--- config.mk ---
export PLATFORM = sky130hd
export DESIGN_NAME = led_matrix_scan_ctrl
export DESIGN_NICKNAME = d
export VERILOG_FILES = /design/src/rtl/led_matrix_scan_ctrl.sv
export SDC_FILE = /design/constraint.sdc
export NUM_CORES = 1
export LEC_CHECK = 0
export CAP_MARGIN = 20
export CORE_ASPECT_RATIO = 1.1
export CORE_MARGIN = 2
export CORE_UTILIZATION = 48
export CTS_BUF_LIST = sky130_fd_sc_hd__clkbuf_2
export DETAILED_ROUTE_END_ITERATION = 10
export GPL_TIMING_DRIVEN = 0
export PLACE_DENSITY = 0.75
export SYNTH_ARGS = -nofsm -noshare
export SYNTH_HDL_FRONTEND = slang
export SYNTH_SLANG_ARGS = --single-unit
--- constraint.sdc ---
create_clock -name clk -period 1.5 [get_ports clk]
set_clock_uncertainty 0.1 [all_clocks]
set_input_delay 0.225 -clock clk [delete_from_list [all_inputs] [get_ports clk]]
set_output_delay 0.225 -clock clk [all_outputs]
set_load 0.02 [all_outputs]
--- src/rtl/led_matrix_scan_ctrl.sv ---
// ============================================================================
// led_matrix_scan_ctrl
//
// Drives an external LED matrix through two shift-register chains: a one-hot
// row chain (rclk/rsdi) and a column chain (cclk/csdi). Both chains share one
// latch strobe (le) and one active-low output enable (oeb).
//
// Each scan slot has five steps:
//   1. Fetch one row of pixels from the framebuffer over a req/ack port.
//   2. Shift the row out on the column chain, MSB first. Each bit takes two
//      cycles: a setup cycle and a clock cycle.
//   3. Shift one bit into the row chain. The bit is 1 only for row 0, so a
//      single 1 walks down the chain.
//   4. Pulse le for one cycle.
//   5. Keep the row lit for DWELL cycles.
//
// Row period = fetch cycles (including ack wait) + 2*COLS + 2 + 1 + DWELL.
//
// Every output comes straight from a flop. The output comb block computes the
// value each output will have in the next state, and the register block
// stores it.
//
// Optional feature, macro LED_SCAN_BLANK_EN:
//   defined   : oeb is 0 only in DWELL. The matrix is blanked while the
//               chains shift.
//   undefined : oeb stays 0 from the first DWELL until the return to IDLE.
//
// Parameters:
//   ROWS  : number of matrix rows (>= 2)
//   COLS  : number of matrix columns (>= 1); this is also the fb_data width
//   DWELL : cycles a latched row stays lit (>= 1)
//
// Ports:
//   clk         : system clock
//   reset       : synchronous, active-high reset
//   enable      : scanning allowed when high
//   fb_req      : framebuffer read request
//   fb_addr     : row index being requested
//   fb_ack      : framebuffer data valid
//   fb_data     : row pixels; bit i = column i, 1 = lit
//   rclk, rsdi  : row chain shift clock and serial data
//   cclk, csdi  : column chain shift clock and serial data
//   le          : latch strobe for both chains
//   oeb         : output enable, active low
//   frame_start : one-cycle pulse in the first FETCH cycle of row 0
// ============================================================================
module led_matrix_scan_ctrl #(
    parameter int ROWS  = 8,
    parameter int COLS  = 8,
    parameter int DWELL = 16
) (
    input  logic                    clk,
    input  logic                    reset,
    input  logic                    enable,
    output logic                    fb_req,
    output logic [$clog2(ROWS)-1:0] fb_addr,
    input  logic                    fb_ack,
    input  logic [COLS-1:0]         fb_data,
    output logic                    rclk,
    output logic                    rsdi,
    output logic                    cclk,
    output logic                    csdi,
    output logic                    le,
    output logic                    oeb,
    output logic                    frame_start
);

    localparam int RW      = $clog2(ROWS);
    localparam int CNT_TOP = (2 * COLS > DWELL) ? 2 * COLS : DWELL;
    localparam int CW      = (CNT_TOP > 1) ? $clog2(CNT_TOP) : 1;

    typedef enum logic [2:0] {
        ST_IDLE,
        ST_FETCH,
        ST_SHIFT_COL,
        ST_SHIFT_ROW,
        ST_LATCH,
        ST_DWELL
    } state_t;

    state_t          state_q, state_n;
    logic [RW-1:0]   row_q,   row_n;
    logic [CW-1:0]   cnt_q,   cnt_n;
    logic [COLS-1:0] sh_q,    sh_n;

    logic fb_req_n, rclk_n, rsdi_n, cclk_n, csdi_n, le_n, oeb_n, frame_start_n;

    assign fb_addr = row_q;

    // ------------------------------------------------------------------------
    // State register and output register
    // ------------------------------------------------------------------------
    always_ff @(posedge clk) begin
        if (reset) begin
            state_q     <= ST_IDLE;
            row_q       <= '0;
            cnt_q       <= '0;
            sh_q        <= '0;
            fb_req      <= 1'b0;
            rclk        <= 1'b0;
            rsdi        <= 1'b0;
            cclk        <= 1'b0;
            csdi        <= 1'b0;
            le          <= 1'b0;
            oeb         <= 1'b1;
            frame_start <= 1'b0;
        end else begin
            state_q     <= state_n;
            row_q       <= row_n;
            cnt_q       <= cnt_n;
            sh_q        <= sh_n;
            fb_req      <= fb_req_n;
            rclk        <= rclk_n;
            rsdi        <= rsdi_n;
            cclk        <= cclk_n;
            csdi        <= csdi_n;
            le          <= le_n;
            oeb         <= oeb_n;
            frame_start <= frame_start_n;
        end
    end

`ifndef LED_SCAN_BLANK_EN
    // Set once the first row has reached DWELL. While it is set, the matrix
    // keeps showing the previous row as the next one shifts in.
    logic lit_q, lit_n;

    always_comb begin
        lit_n = lit_q;
        if (state_n == ST_IDLE) begin
            lit_n = 1'b0;
        end else if (state_n == ST_DWELL) begin
            lit_n = 1'b1;
        end
    end

    always_ff @(posedge clk) begin
        if (reset) begin
            lit_q <= 1'b0;
        end else begin
            lit_q <= lit_n;
        end
    end
`endif

    // ------------------------------------------------------------------------
    // Next-state logic
    // ------------------------------------------------------------------------
    always_comb begin
        state_n = state_q;
        row_n   = row_q;
        cnt_n   = cnt_q;
        sh_n    = sh_q;
        case (state_q)
            ST_IDLE: begin
                row_n = '0;
                cnt_n = '0;
                if (enable) begin
                    state_n = ST_FETCH;
                end
            end
            ST_FETCH: begin
                if (fb_ack) begin
                    sh_n    = fb_data;
                    cnt_n   = '0;
                    state_n = ST_SHIFT_COL;
                end
            end
            ST_SHIFT_COL: begin
                // Move the next bit into the MSB once the current bit's
                // clock cycle (odd count) is done.
                if (cnt_q[0]) begin
                    sh_n = sh_q << 1;
                end
                if (cnt_q == CW'(2 * COLS - 1)) begin
                    cnt_n   = '0;
                    state_n = ST_SHIFT_ROW;
                end else begin
                    cnt_n = cnt_q + 1'b1;
                end
            end
            ST_SHIFT_ROW: begin
                if (cnt_q == CW'(1)) begin
                    cnt_n   = '0;
                    state_n = ST_LATCH;
                end else begin
                    cnt_n = cnt_q + 1'b1;
                end
            end
            ST_LATCH: begin
                cnt_n   = '0;
                state_n = ST_DWELL;
            end
            ST_DWELL: begin
                if (cnt_q == CW'(DWELL - 1)) begin
                    cnt_n = '0;
                    if (enable) begin
                        state_n = ST_FETCH;
                        row_n   = (row_q == RW'(ROWS - 1)) ? '0 : row_q + 1'b1;
                    end else begin
                        state_n = ST_IDLE;
                        row_n   = '0;
                    end
                end else begin
                    cnt_n = cnt_q + 1'b1;
                end
            end
            default: begin
                state_n = ST_IDLE;
                row_n   = '0;
                cnt_n   = '0;
            end
        endcase
    end

    // ------------------------------------------------------------------------
    // Output logic: computed from the next state so the registered outputs
    // line up with the state they describe.
    // ------------------------------------------------------------------------
    always_comb begin
        fb_req_n      = 1'b0;
        rclk_n        = 1'b0;
        rsdi_n        = 1'b0;
        cclk_n        = 1'b0;
        csdi_n        = 1'b0;
        le_n          = 1'b0;
        frame_start_n = (state_n == ST_FETCH) && (state_q != ST_FETCH) && (row_n == '0);
        case (state_n)
            ST_FETCH:     fb_req_n = 1'b1;
            ST_SHIFT_COL: begin
                csdi_n = sh_n[COLS-1];
                cclk_n = cnt_n[0];
            end
            ST_SHIFT_ROW: begin
                rsdi_n = (row_n == '0);
                rclk_n = cnt_n[0];
            end
            ST_LATCH:     le_n = 1'b1;
            default:      ;
        endcase
`ifdef LED_SCAN_BLANK_EN
        oeb_n = (state_n != ST_DWELL);
`else
        oeb_n = !((state_n == ST_DWELL) || (lit_q && (state_n != ST_IDLE)));
`endif
    end

endmodule

=== After elaboration in Yosys (flattened, before gate mapping) ===
Index checks and enable logic that the tools add are counted.

* Bitwise gates (word level): 2
* Reduce and logical (&&, ||, !) cells: 16
* Shift-type cells: 0
* Multiply operators: 0
* $add $sub $neg: 2
* Divide/modulo/power cells: 0
* Mux-type cells: 20
* Magnitude comparators: 0
* Equal/unequal tests: 16

{| class="wikitable"
|+ Operators by type and width
! kind !! count
|-
| 2-to-1 mux 3 bit || 8
|-
| one-hot mux 3 bit (6 select lines) || 1
|-
| 2-to-1 mux 8 bit || 2
|-
| one-hot mux 8 bit (2 select lines) || 1
|-
| == test 3 bit (second input constant) || 5
|-
| == test 3 x 2 -> 1 bit (second input constant) || 4
|-
| 2-to-1 mux 4 bit || 3
|-
| one-hot mux 4 bit (3 select lines) || 1
|-
| zero test 3 bit || 3
|-
| OR reduction 2 bit || 4
|-
| == test 3 x 1 -> 1 bit (second input constant) || 2
|-
| one-hot mux 3 bit (2 select lines) || 1
|-
| adder 4 x 1 -> 4 bit (second input constant) || 1
|-
| == test 4 x 1 -> 1 bit (second input constant) || 1
|-
| == test 4 bit (second input constant) || 1
|-
| inequality test 2 bit (second input constant) || 2
|-
| OR reduction 4 bit || 1
|-
| adder 3 x 1 -> 3 bit (second input constant) || 1
|-
| logical AND 1 bit || 3
|-
| 2-to-1 mux 1 bit || 3
|-
| inequality test 3 x 1 -> 1 bit (second input constant) || 1
|-
| AND reduction 3 bit || 1
|-
| nonzero test 3 bit || 1
|-
| NOT 1 bit || 2
|-
| 3 further kinds || 3
|}

* Memory bits (read-only): 0
* Input port bits: 12
* Memories: 0
* Bits in latches: 0
* Memory bits (writable): 0
* Word-level logic and storage cells: 71
* Register bits: 27
* Output and inout bits: 11

=== Logic depth before layout (Yosys ltp) ===
* Depth in word-level cells: 7
* Gate-level depth with buffers: 7
* Gate-level depth less buffers: 7

=== Least setup slack after synthesis ===
No wires, ideal clock.

* Path type: flip-flop to flip-flop
* Start: register cnt_q[0]
* End: register frame_start
* Required time: 1.283 ns
* Setup time: 0.117 ns
* Arrival: 1.397 ns
* Cell stages (with the launch flop): 7
* Clock period less this slack: 1.614 ns
* Setup slack: -0.114 ns
* Buffers on the path: 0
* Cell sequence: dfxtp_1 > ha_1 > and3_1 > and4_1 > o31a_1 > a21oi_1 > and4bb_1

* Longest elaborated chain between the ends: 6
* Elaborated cells on any way between the ends: 12

{| class="wikitable"
|+ Ends and longest elaborated chain
! element !! RTL line !! RTL
|-
| from (decl) || 83 || <nowiki>logic [CW-1:0] cnt_q, cnt_n;</nowiki>
|-
| from (signal assigned) || 110 || <nowiki>cnt_q <= cnt_n;</nowiki>
|-
| == test 4 bit or == test 4 x 1 -> 1 bit (tied branches) || 175, 195, 183 ||
|-
| 2-to-1 mux 3 bit, on equally long branches || 195, 175, 183 ||
|-
| one-hot mux 3 bit (6 select lines) || 154 || <nowiki>case (state_q)</nowiki>
|-
| == test 3 x 1 -> 1 bit || 227 || <nowiki>frame_start_n = (state_n == ST_FETCH) && (state_q != ST_FETCH) && (row_n == '0);</nowiki>
|-
| logical AND 1 bit || 227 ||
|-
| logical AND 1 bit (*) || 227 ||
|-
| to (signal assigned) || 119 || <nowiki>frame_start <= frame_start_n;</nowiki>
|-
| to (decl) || 65 || <nowiki>output logic frame_start</nowiki>
|}

Every way passes the cells marked *; elsewhere a longest branch is shown, timed or not.
A chain may end at the register's enable or synchronous reset.

=== Final worst setup path ===
* Start: register cnt_q[1]
* End: register rclk

* Longest elaborated chain between the ends: 6
* Elaborated cells on any way between the ends: 12

{| class="wikitable"
|+ Ends and longest elaborated chain
! element !! RTL line !! RTL
|-
| == test 4 bit or == test 4 x 1 -> 1 bit (tied branches) || 175, 195, 183 ||
|-
| 2-to-1 mux 3 bit, on equally long branches || 195, 175, 183 ||
|-
| one-hot mux 3 bit (6 select lines) || 154 ||
|-
| == test 3 x 2 -> 1 bit || 228 || <nowiki>case (state_n)</nowiki>
|-
| NOT 1 bit (no source line) || -- ||
|-
| OR reduction 2 bit (no source line) || -- ||
|-
| to (signal assigned) || 113 || <nowiki>rclk <= rclk_n;</nowiki>
|-
| to (decl) || 59 || <nowiki>output logic rclk,</nowiki>
|}

Several ways; a longest one is shown, not always the timed one.

==> results list <==
- Highest net fanout along the worst path: 3
- Result of the run: finished, violations left
- The number of antenna violations at the first check in global routing was 0.
- After synthesis the cells add up to ~1200 um2.
* Transition time at the pin with the least slew margin: between 400 and 500 ps
- Setup repair after global routing could not meet its margin everywhere.
* Final layout net count: approximately 190
- For this run, asynchronously set or reset flops after synthesis account for 0.
- For this design the ratio of total power to cell area is 715 nW/um2.
- Maximum number of pins on one net before global-route repair: 17
- First drt pass iteration count: 4
- Number of H-tree levels: 1
* Worst Setup End Kind: flop
* Syn Nets: between 100 and 150
- Antenna diodes: 0
- Along the worst hold path, the cell count comes to 3.
- Die extent in y: 57.2 um
* Via count of the first global-routing pass: around 1100
- Synth Instances: 133
- Period minus WS final: 1610 ps
- Dividing the detail-routed wire length by the instance count gives around 14 um.
* R2R depth: 7
- Of the cells placed in the final design, the portion with a size suffix greater than 1 is 0.351.
- Leak Pwr: 0.685 nW
* Number of flip-flops and latches in the synthesized netlist: 27
- Worst Hold Path EP: sh_q[0]
* Final routed wirelength across all metal layers: about 2.8 mm
- The number of slew-limit violations in the final report came to 0.
- STA puts the critical path data required time at between 1500 and 2000 ps.
* Per-cell via count in the routed design: ~5.7
- From synthesis to final layout, the design area changed by 43.4%.
- Minimum setup slack among reg-to-reg paths: -110 ps
* Worst-Skew Late Latency: between 300 and 400 ps
- TritonCTS built the clock tree.
* Overall die width: about 52 um
* Category of the worst setup path launch point: flop
- The initialized floorplan defines 19 standard-cell rows.
* Seq/Total Area, Yosys: 0.438
* GP Congestion: ~0.77
- Crit path DAT: 1830 ps
* Failing checks: negative setup slack
- DRC errors left: 0
- The critical path is of the reg2reg type.
* Number of vias in the routed layout: about 1100
- Detailed placement finished with a half-perimeter wire length of 1.86 mm.
- After routing, the total negative slack on setup checks comes to -824 ps.
- Aggregate global routing overflow: 0
- In this run the clock root is driven by a clkbuf_2.
- Iteration-0 DRC count of the detailed router: 34
- Combined global-route utilization of all metal layers: 0.199
* PortBufs: 22
- Counting the buffers created by CTS gives 3.
- Period utilisation layout: 1.07
* Number of endpoints failing setup at the final stage: 12
- Max-cap violations: 0
- Hold Crit Start: fb_data[0]
- Number of sinks on the clock net: 27
- In this run the standard cell core region covers roughly 2500 um2.
* Wire length of the first global-routing pass: between 4 and 5 mm
* Source of the worst register-to-register timing path: cnt_q[1]
- The synthesized netlist contains 40 unique library cells.
* Effective utilization at floorplan: 0.499
- Final setup slack of the worst path: -110 ps
- Worst rel slew slack: 0.684
- Type of the most critical hold path: in2reg
* Yosys synthesis warning count: 0
- The number of hold violations in the final report came to 0.
- Synth Flop Type: dfxtp_1
* Die Footprint: 2990 um2
* Terminus of the critical flop-to-flop path: rclk
- Worst supply voltage drop on vdd: roughly 0.0007 V
- Clock-pin transition on the worst setup and hold timing paths: approximately 260 ps
* Remaining antenna violation count after routing: 0
- Setup Slack @ Placement: -468 ps
* Syn Area/Cell: between 9 and 10 um2
- Number of flops mapped to enable cells by yosys: 0
- Deepest clock path buffer count: 2
- For this run, the top clock speed supported by timing is 621 MHz.
- During I/O placement, the number of pins put on the boundary was 23.
==> how the worst max path moves through the flow <==
| stage | depth (start not counted) | start | slack (ps) | to |
|---|---|---|---|---|
| final | 7 | cnt_q[1] | -110 | rclk |
| after global routing | 7 | cnt_q[1] | -200 | rclk |
| after CTS | 7 | cnt_q[1] | -100 | cnt_q[3] |
| after detailed placement | 4 | reset | -470 | fb_addr[2] |
| after global placement | 4 | reset | -450 | cnt_q[1] |
| after floorplan | 5 | fb_addr[1] | -9 | frame_start |
==> state kept, by name, indices dropped and copies added, names as in the netlist, 3 cells and up <==
| name | count |
|---|---|
| state_q | 3 |
| cnt_q | 4 |
| fb_addr | 3 |
| sh_q | 8 |
==> through the flow <==
stage                     instance area (um2)   util  total power (W)  hold slack, ps  cells
after global routing                     1770  0.716          0.00133             341    199
after detailed placement                 1550  0.627         0.000960             354    186
final                                    1770  0.716          0.00127             308    199
after floorplan                          1290      -         0.000887             199    133
after global placement                   1550  0.627         0.000954             341    186
after CTS                                1680  0.680          0.00126             291    195
==> cell usage in the layout, fill, tap and decap left out, types with 2 or more instances in the layout <==
cell type | Yosys | final
and4bb_1 | 2 | 2
buf_6 | 1 | 4
nand2b_1 | 3 | 3
a21oi_1 | 14 | 11
dfxtp_2 | 0 | 3
nor2b_4 | 0 | 2
buf_4 | 3 | 8
a22oi_1 | 10 | 8
nor3b_2 | 1 | 2
clkdlybuf4s50_1 | 0 | 11
nor2b_1 | 5 | 3
a21oi_2 | 2 | 5
nor3b_1 | 5 | 2
nor3b_4 | 0 | 2
nand2_1 | 11 | 10
inv_4 | 0 | 2
nor2_1 | 13 | 12
o21ai_1 | 1 | 2
a22oi_2 | 0 | 2
dfxtp_4 | 0 | 5
and2_1 | 2 | 2
dlygate4sd2_1 | 0 | 9
dfxtp_1 | 27 | 19
clkbuf_2 | 0 | 6
ha_4 | 0 | 4
==> worst max-delay path, cell delays in order, from the launching register on <==
cell and delay [ps]:
dfxtp_4 440, inv_4 40, ha_4 150, and4bb_1 200
o2bb2ai_2 170, a21boi_4 240, mux2i_4 100, nor2_1 120
==> timing repair <==
| action | in CTS | in global routing |
|---|---|---|
| hold buffers | 0 | 0 |
| resized for setup | 38 | 18 |
| pin swaps | 10 | 9 |
| buffers inserted | 7 | 4 |
| endpoints found under the setup margin | 35 | 26 |
==> where the power goes <==
group          total [W]  leakage [nW]  switching [W]  internal [W]
sequential      0.000750         0.224      0.0000141      0.000736
clock           0.000285        0.0169       0.000220     0.0000648
combinational   0.000231         0.444       0.000117      0.000114
total            0.00127         0.685       0.000351      0.000914
==> cell families after synthesis <==
family                   after synthesis  synth area share
AND/OR/NAND/NOR                       56             0.277
AO/OA/AOI/OAI                         37             0.198
flip-flops                            27             0.438
buffers and inverters                  8            0.0395
adder cells (fa/ha/maj)                4            0.0405
multiplexers                           1           0.00811
==> routing by layer <==
| layer | share of wire | track usage | wire, um |
|---|---|---|---|
| met3 | 0.031 | 0.0314 | 87 |
| met1 | 0.42 | 0.242 | 1200 |
| met2 | 0.53 | 0.345 | 1500 |
| met4 | 0.016 | 0.0806 | 44 |
| met5 | 0 | 0 | 0 |
==> synth_stat cells, types with 3 or more instances <==
cell type / instances / area share
a21oi_1: 14 / 0.057
dfxtp_1: 27 / 0.44
nand2_1: 11 / 0.033
nand2b_1: 3 / 0.015
ha_1: 4 / 0.041
nor3b_1: 5 / 0.030
a22oi_1: 10 / 0.061
buf_4: 3 / 0.018
nor2_1: 13 / 0.040
o21ai_0: 3 / 0.012
nor2b_1: 5 / 0.025
==> cell type report <==
class | count | area (um2)
clock buffers | 3 | 15.0
flip-flops and latches | 27 | 563
fillers | 201 | 702
inverters | 2 | 10.0
repair buffers | 33 | 292
multi-input cells | 98 | 813
plain buffers | 4 | 32.5
well taps | 31 | 38.8
clock inverters | 1 | 6.26
(Power assumes the default switching activity.)
